### config.mk
export PLATFORM = sky130hd
export DESIGN_NAME = multi_synapse_lif_neuron
export DESIGN_NICKNAME = d
export VERILOG_FILES = /design/src/rtl/multi_synapse_lif_neuron.sv
export SDC_FILE = /design/constraint.sdc
export NUM_CORES = 1
export LEC_CHECK = 0
export BUFFER_PORTS_ARGS = -buffer_cell sky130_fd_sc_hd__buf_4
export CORE_UTILIZATION = 57
export DETAILED_ROUTE_END_ITERATION = 10
export GPL_ROUTABILITY_DRIVEN = 1
export GPL_TIMING_DRIVEN = 0
export PLACE_DENSITY = 0.83
export SLEW_MARGIN = 20
export SYNTH_ARGS = -nofsm -noshare
export SYNTH_HDL_FRONTEND = slang
export SYNTH_SLANG_ARGS = --single-unit
### constraint.sdc
create_clock -name clk -period 10.8 [get_ports clk]
set_clock_uncertainty 0.15 [all_clocks]
set_input_delay 2.16 -clock clk [delete_from_list [all_inputs] [get_ports clk]]
set_output_delay 2.16 -clock clk [all_outputs]
set_load 0.02 [all_outputs]
### src/rtl/multi_synapse_lif_neuron.sv
// Multi-synapse leaky integrate-and-fire neuron: weighted binary spike inputs,
// multiplicative leak, saturation, threshold/fire/reset and a refractory period.
module multi_synapse_lif_neuron #(
  parameter int WIDTH      = 16,
  parameter int FRACTIONAL = 8,
  parameter int N_INPUTS   = 4,
  parameter int REFRACT_W  = 4,
  parameter int COUNT_W    = 16
) (
  input  logic                      clk,
  input  logic                      rst,
  input  logic                      step_valid,
  input  logic [N_INPUTS-1:0]       input_spikes,
  input  logic [N_INPUTS*WIDTH-1:0] weights,
  input  logic [WIDTH-1:0]          leak_factor,
  input  logic [WIDTH-1:0]          threshold,
  input  logic [WIDTH-1:0]          reset_value,
  input  logic [REFRACT_W-1:0]      refractory_cycles,
  output logic [WIDTH-1:0]          potential,
  output logic                      spike_out,
  output logic                      refractory_active,
  output logic [COUNT_W-1:0]        spike_count
);

  // Leaked term can exceed WIDTH when leak_factor > 1.0, so the adder is sized
  // to hold both the widest leaked value and the full synaptic sum.
  localparam int PROD_W = 2 * WIDTH + 1;
  localparam int LEAK_W = PROD_W - FRACTIONAL;
  localparam int BASE_W = WIDTH + $clog2(N_INPUTS) + 2;
  localparam int SUM_W  = (LEAK_W + 2 > BASE_W) ? LEAK_W + 2 : BASE_W;

  localparam logic signed [SUM_W-1:0] SAT_MAX =
    {{(SUM_W-WIDTH+1){1'b0}}, {(WIDTH-1){1'b1}}};
  localparam logic signed [SUM_W-1:0] SAT_MIN =
    {{(SUM_W-WIDTH+1){1'b1}}, {(WIDTH-1){1'b0}}};

  logic [REFRACT_W-1:0]      refr_cnt;
  logic signed [PROD_W-1:0]  product;
  logic signed [PROD_W-1:0]  shifted;
  logic signed [SUM_W-1:0]   leaked;
  logic signed [SUM_W-1:0]   syn;
  logic signed [SUM_W-1:0]   sum;
  logic [WIDTH-1:0]          sat;
  logic                      fire;

  // Zero-extending leak_factor by one bit keeps it unsigned inside a signed multiply.
  assign product = $signed(potential) * $signed({1'b0, leak_factor});
  assign shifted = product >>> FRACTIONAL;
  assign leaked  = SUM_W'(shifted);

  // NOTE: every variable assigned in always_comb gets a default first, so no
  // path leaves it unassigned and no latch is inferred.
  always_comb begin
    syn = '0;
    for (int i = 0; i < N_INPUTS; i++) begin
      if (input_spikes[i]) begin
        syn = syn + SUM_W'($signed(weights[i*WIDTH +: WIDTH]));
      end
    end
  end

  assign sum = leaked + syn;

  always_comb begin
    sat = sum[WIDTH-1:0];
    if (sum > SAT_MAX) begin
      sat = SAT_MAX[WIDTH-1:0];
    end else if (sum < SAT_MIN) begin
      sat = SAT_MIN[WIDTH-1:0];
    end
  end

  assign fire = $signed(sat) >= $signed(threshold);

  // NOTE: sequential state uses non-blocking assignments so every register
  // samples pre-edge values regardless of statement order.
  always_ff @(posedge clk or posedge rst) begin
    if (rst) begin
      potential         <= '0;
      spike_out         <= 1'b0;
      refr_cnt          <= '0;
      refractory_active <= 1'b0;
      spike_count       <= '0;
    end else begin
      spike_out <= 1'b0;
      if (step_valid) begin
        if (refr_cnt != '0) begin
          refr_cnt          <= refr_cnt - REFRACT_W'(1);
          refractory_active <= (refr_cnt != REFRACT_W'(1));
          potential         <= reset_value;
        end else if (fire) begin
          potential         <= reset_value;
          spike_out         <= 1'b1;
          refr_cnt          <= refractory_cycles;
          refractory_active <= (refractory_cycles != '0);
          if (spike_count != '1) begin
            spike_count <= spike_count + COUNT_W'(1);
          end
        end else begin
          potential <= sat;
        end
      end
    end
  end

endmodule

==> flow_metrics.env <==
export IMPL_worst_slack_ns=-2.23
export IMPL_grt_ovfl_total=0
export IMPL_synth_area_per_cell_um2=8.20
export IMPL_wl_um=52500
export IMPL_clk_latency_ns=0.29
export IMPL_max_clock_freq_ghz=0.0767
export IMPL_clk_pin_slew_ns=0.06
export IMPL_antenna_cells=0
export IMPL_hold_depth=1
export IMPL_worstSetupEndpoint="potential[14]"
export IMPL_r2r_end="potential[14]"
export IMPL_synth_main_ff_cell="dfrtp_1"
export IMPL_grt_pass1_wl_um=78900
export IMPL_ys_seq_area_share_pct=5.74
export IMPL_pin_count=157
export IMPL_pre_cts_ws_ns=-3.00
export IMPL_crit_slowest_cell="or3b_4"
export IMPL_reg2reg_from="potential[6]"
export IMPL_violations="negative setup slack"
export IMPL_ys_types=87
export IMPL_status="finished, violations left"
export IMPL_synth_top_area_share_pct=23.8
export IMPL_synth_nets=2574
export IMPL_drive_gt1_share_pct=22.0
export IMPL_io_buffers=153
export IMPL_grt_max_degree=30
export IMPL_yosysTopAreaCell="fa_1"
export IMPL_fin_area_um2=20500
export IMPL_tightest_slew_ns=0.737
export IMPL_cts_tree="built"
export IMPL_area_delta_synth_final_pct=24.0
export IMPL_ys_ff_latch=38
export IMPL_fin_crit_sh_pct=121
export IMPL_dieWidth_um=172
export IMPL_htreeDepth=2
export IMPL_synth_edf_count=0
export IMPL_rsz0062_at_grt="true"
export IMPL_synth_area_top_cells="fa_1 (24%), ha_1 (18%), inv_1 (7.2%)"
export IMPL_die_h_um=172
export IMPL_slew_viol_final=0
export IMPL_yosysMostFrequentCell="inv_1"
export IMPL_hp_class="flop to flop"
export IMPL_async_flop_share_pct=100
export IMPL_nets=2834
export IMPL_synth_area_um2=16600
export IMPL_cp_max_fo=10
export IMPL_vias=16100
export IMPL_vias_per_cell=6.03
export IMPL_gp_congestion=0.989
export IMPL_endpoint_kind="flop"
export IMPL_antenna_found_initial=0
export IMPL_fillers=2143
export IMPL_initial_utilization_pct=57.8
export IMPL_path_class="primary input to flop"
export IMPL_ys_warn_count=0
export IMPL_cpPeakStageDelay_ns=0.48
export IMPL_fp_coreArea_um2=28600
export IMPL_relSlewSlack_pct=50.9
export IMPL_setup_viol=38
export IMPL_clock_tree_root_cell="clkbuf_16"
export IMPL_tns_ns=-81.66
export IMPL_start_kind="primary input"
export IMPL_hold_viol_final=0
export IMPL_die_area_um2=29700
export IMPL_worstPathRequired_ns=10.85
export IMPL_hpwl_um=39900
export IMPL_netlist_top_cells_count="inv_1 (319), nand2_1 (239), ha_1 (234)"
export IMPL_first_global_vias=15800
export IMPL_startpoint="input_spikes[0]"
export IMPL_drcViolationCount=0
export IMPL_cp_arrival_ns=13.08
export IMPL_cts_buffers=5
export IMPL_cts_sinks=38
export IMPL_routedWlPerCell_um=19.7
export IMPL_cts_buffer_depth=2
export IMPL_drv_cap=0
export IMPL_postPlaceCellArea_um2=18600
export IMPL_ant_nets=0
export IMPL_first_iter_violations=1371
export IMPL_r2r_slack_ns=-1.54
export IMPL_num_rows=62
export IMPL_ff2ff_path_depth=50
export IMPL_grt_total_usage_pct=34.2
export IMPL_dr_pass1_iters=7
export IMPL_syn_inst=2020
export IMPL_period_needed_ns=13.03
[registers in the layout (all words and copies together) (netlist names)]
name / cells
refr_cnt: 4
spike_out: 1
potential: 16
refractory_active: 1
spike_count: 16
[cell usage in the layout, fill, tap and decap left out, drive strengths merged, types with 36 or more instances in the layout]
master  synthesis  routed
a21o           55      55
xnor2          68      68
nor2           98      98
buf             8     265
fa            197     197
clkbuf         61      62
mux2           36      36
xor2           43      43
dfrtp          38      38
o21ai          72      72
ha            234     234
a21oi         102     102
nand2         239     239
and2          112     112
inv           319     319
[through the flow]
step / util [%] / std cells / hold WS [ns]
3_3_place_gp: 64.9 / 2557 / 0.326
2_1_floorplan: - / 2020 / 0.391
6_report: 71.7 / 2665 / 0.336
4_1_cts: 69.4 / 2637 / 0.339
3_5_place_dp: 64.9 / 2558 / 0.325
5_1_grt: 71.7 / 2665 / 0.355
[per-layer routing]
metal / share of wire, % / global-route usage (%) / vias to the layer above
met5: 0 / 0 / -
li1: - / - / 7261
met3: 9.1 / 5.20 / 211
met2: 48 / 58.3 / 841
met4: 4.9 / 13.5 / 0
met1: 38 / 43.3 / 7751
[cells by family (layout without fill, tap and decap cells)]
logic type / count (synthesis) / count (layout) / synth area share, %
buffers and inverters: 389 / 650 / 8.91
flip-flops: 38 / 38 / 5.74
AND/OR/NAND/NOR: 607 / 607 / 17.8
AO/OA/AOI/OAI: 400 / 400 / 17.0
multiplexers: 44 / 44 / 3.01
XOR/XNOR: 111 / 111 / 6.08
adder cells (fa/ha/maj): 431 / 431 / 41.5
[worst min-delay path by stage]
stage	start	end	slack, ns
floorplan	refr_cnt[2]	refr_cnt[2]	0.39
global placement	spike_count[14]	spike_count[14]	0.33
detailed placement	spike_count[14]	spike_count[14]	0.33
CTS	spike_count[14]	spike_count[14]	0.34
global route	spike_count[6]	spike_count[6]	0.36
finish	spike_count[14]	spike_count[14]	0.34
[worst max-delay path, delay by kind of cell]
kind,cells,cell delay [ns]
AND/OR/NAND/NOR,16,2.67
adder cells (fa/ha/maj),5,1.44
buffers and inverters,10,1.51
XOR/XNOR,4,0.62
multiplexers,1,0.28
AO/OA/AOI/OAI,22,4.37
[area by class of cell]
class | count | area, um2 | area share, %
Multi-Input combinational cell | 1593 | 15200 | 73.8
Timing Repair Buffer | 255 | 2050 | 10.0
Inverter | 320 | 1200 | 5.85
Sequential cell | 38 | 951 | 4.63
Buffer | 67 | 498 | 2.43
Tap cell | 384 | 480 | 2.34
Clock buffer | 5 | 125 | 0.609
Clock inverter | 3 | 68.8 | 0.335
[what timing repair did]
action / in CTS / in global routing
setup buffers: 70 / 31
cloned: 3 / 0
hold buffers: 0 / 0
endpoints found under the setup margin: 38 / 38
pin swaps: 51 / 81
gates resized for setup: 109 / 102
Power is not shown: default switching activity piles up to over one toggle a cycle in this logic, so the estimate is an artifact.
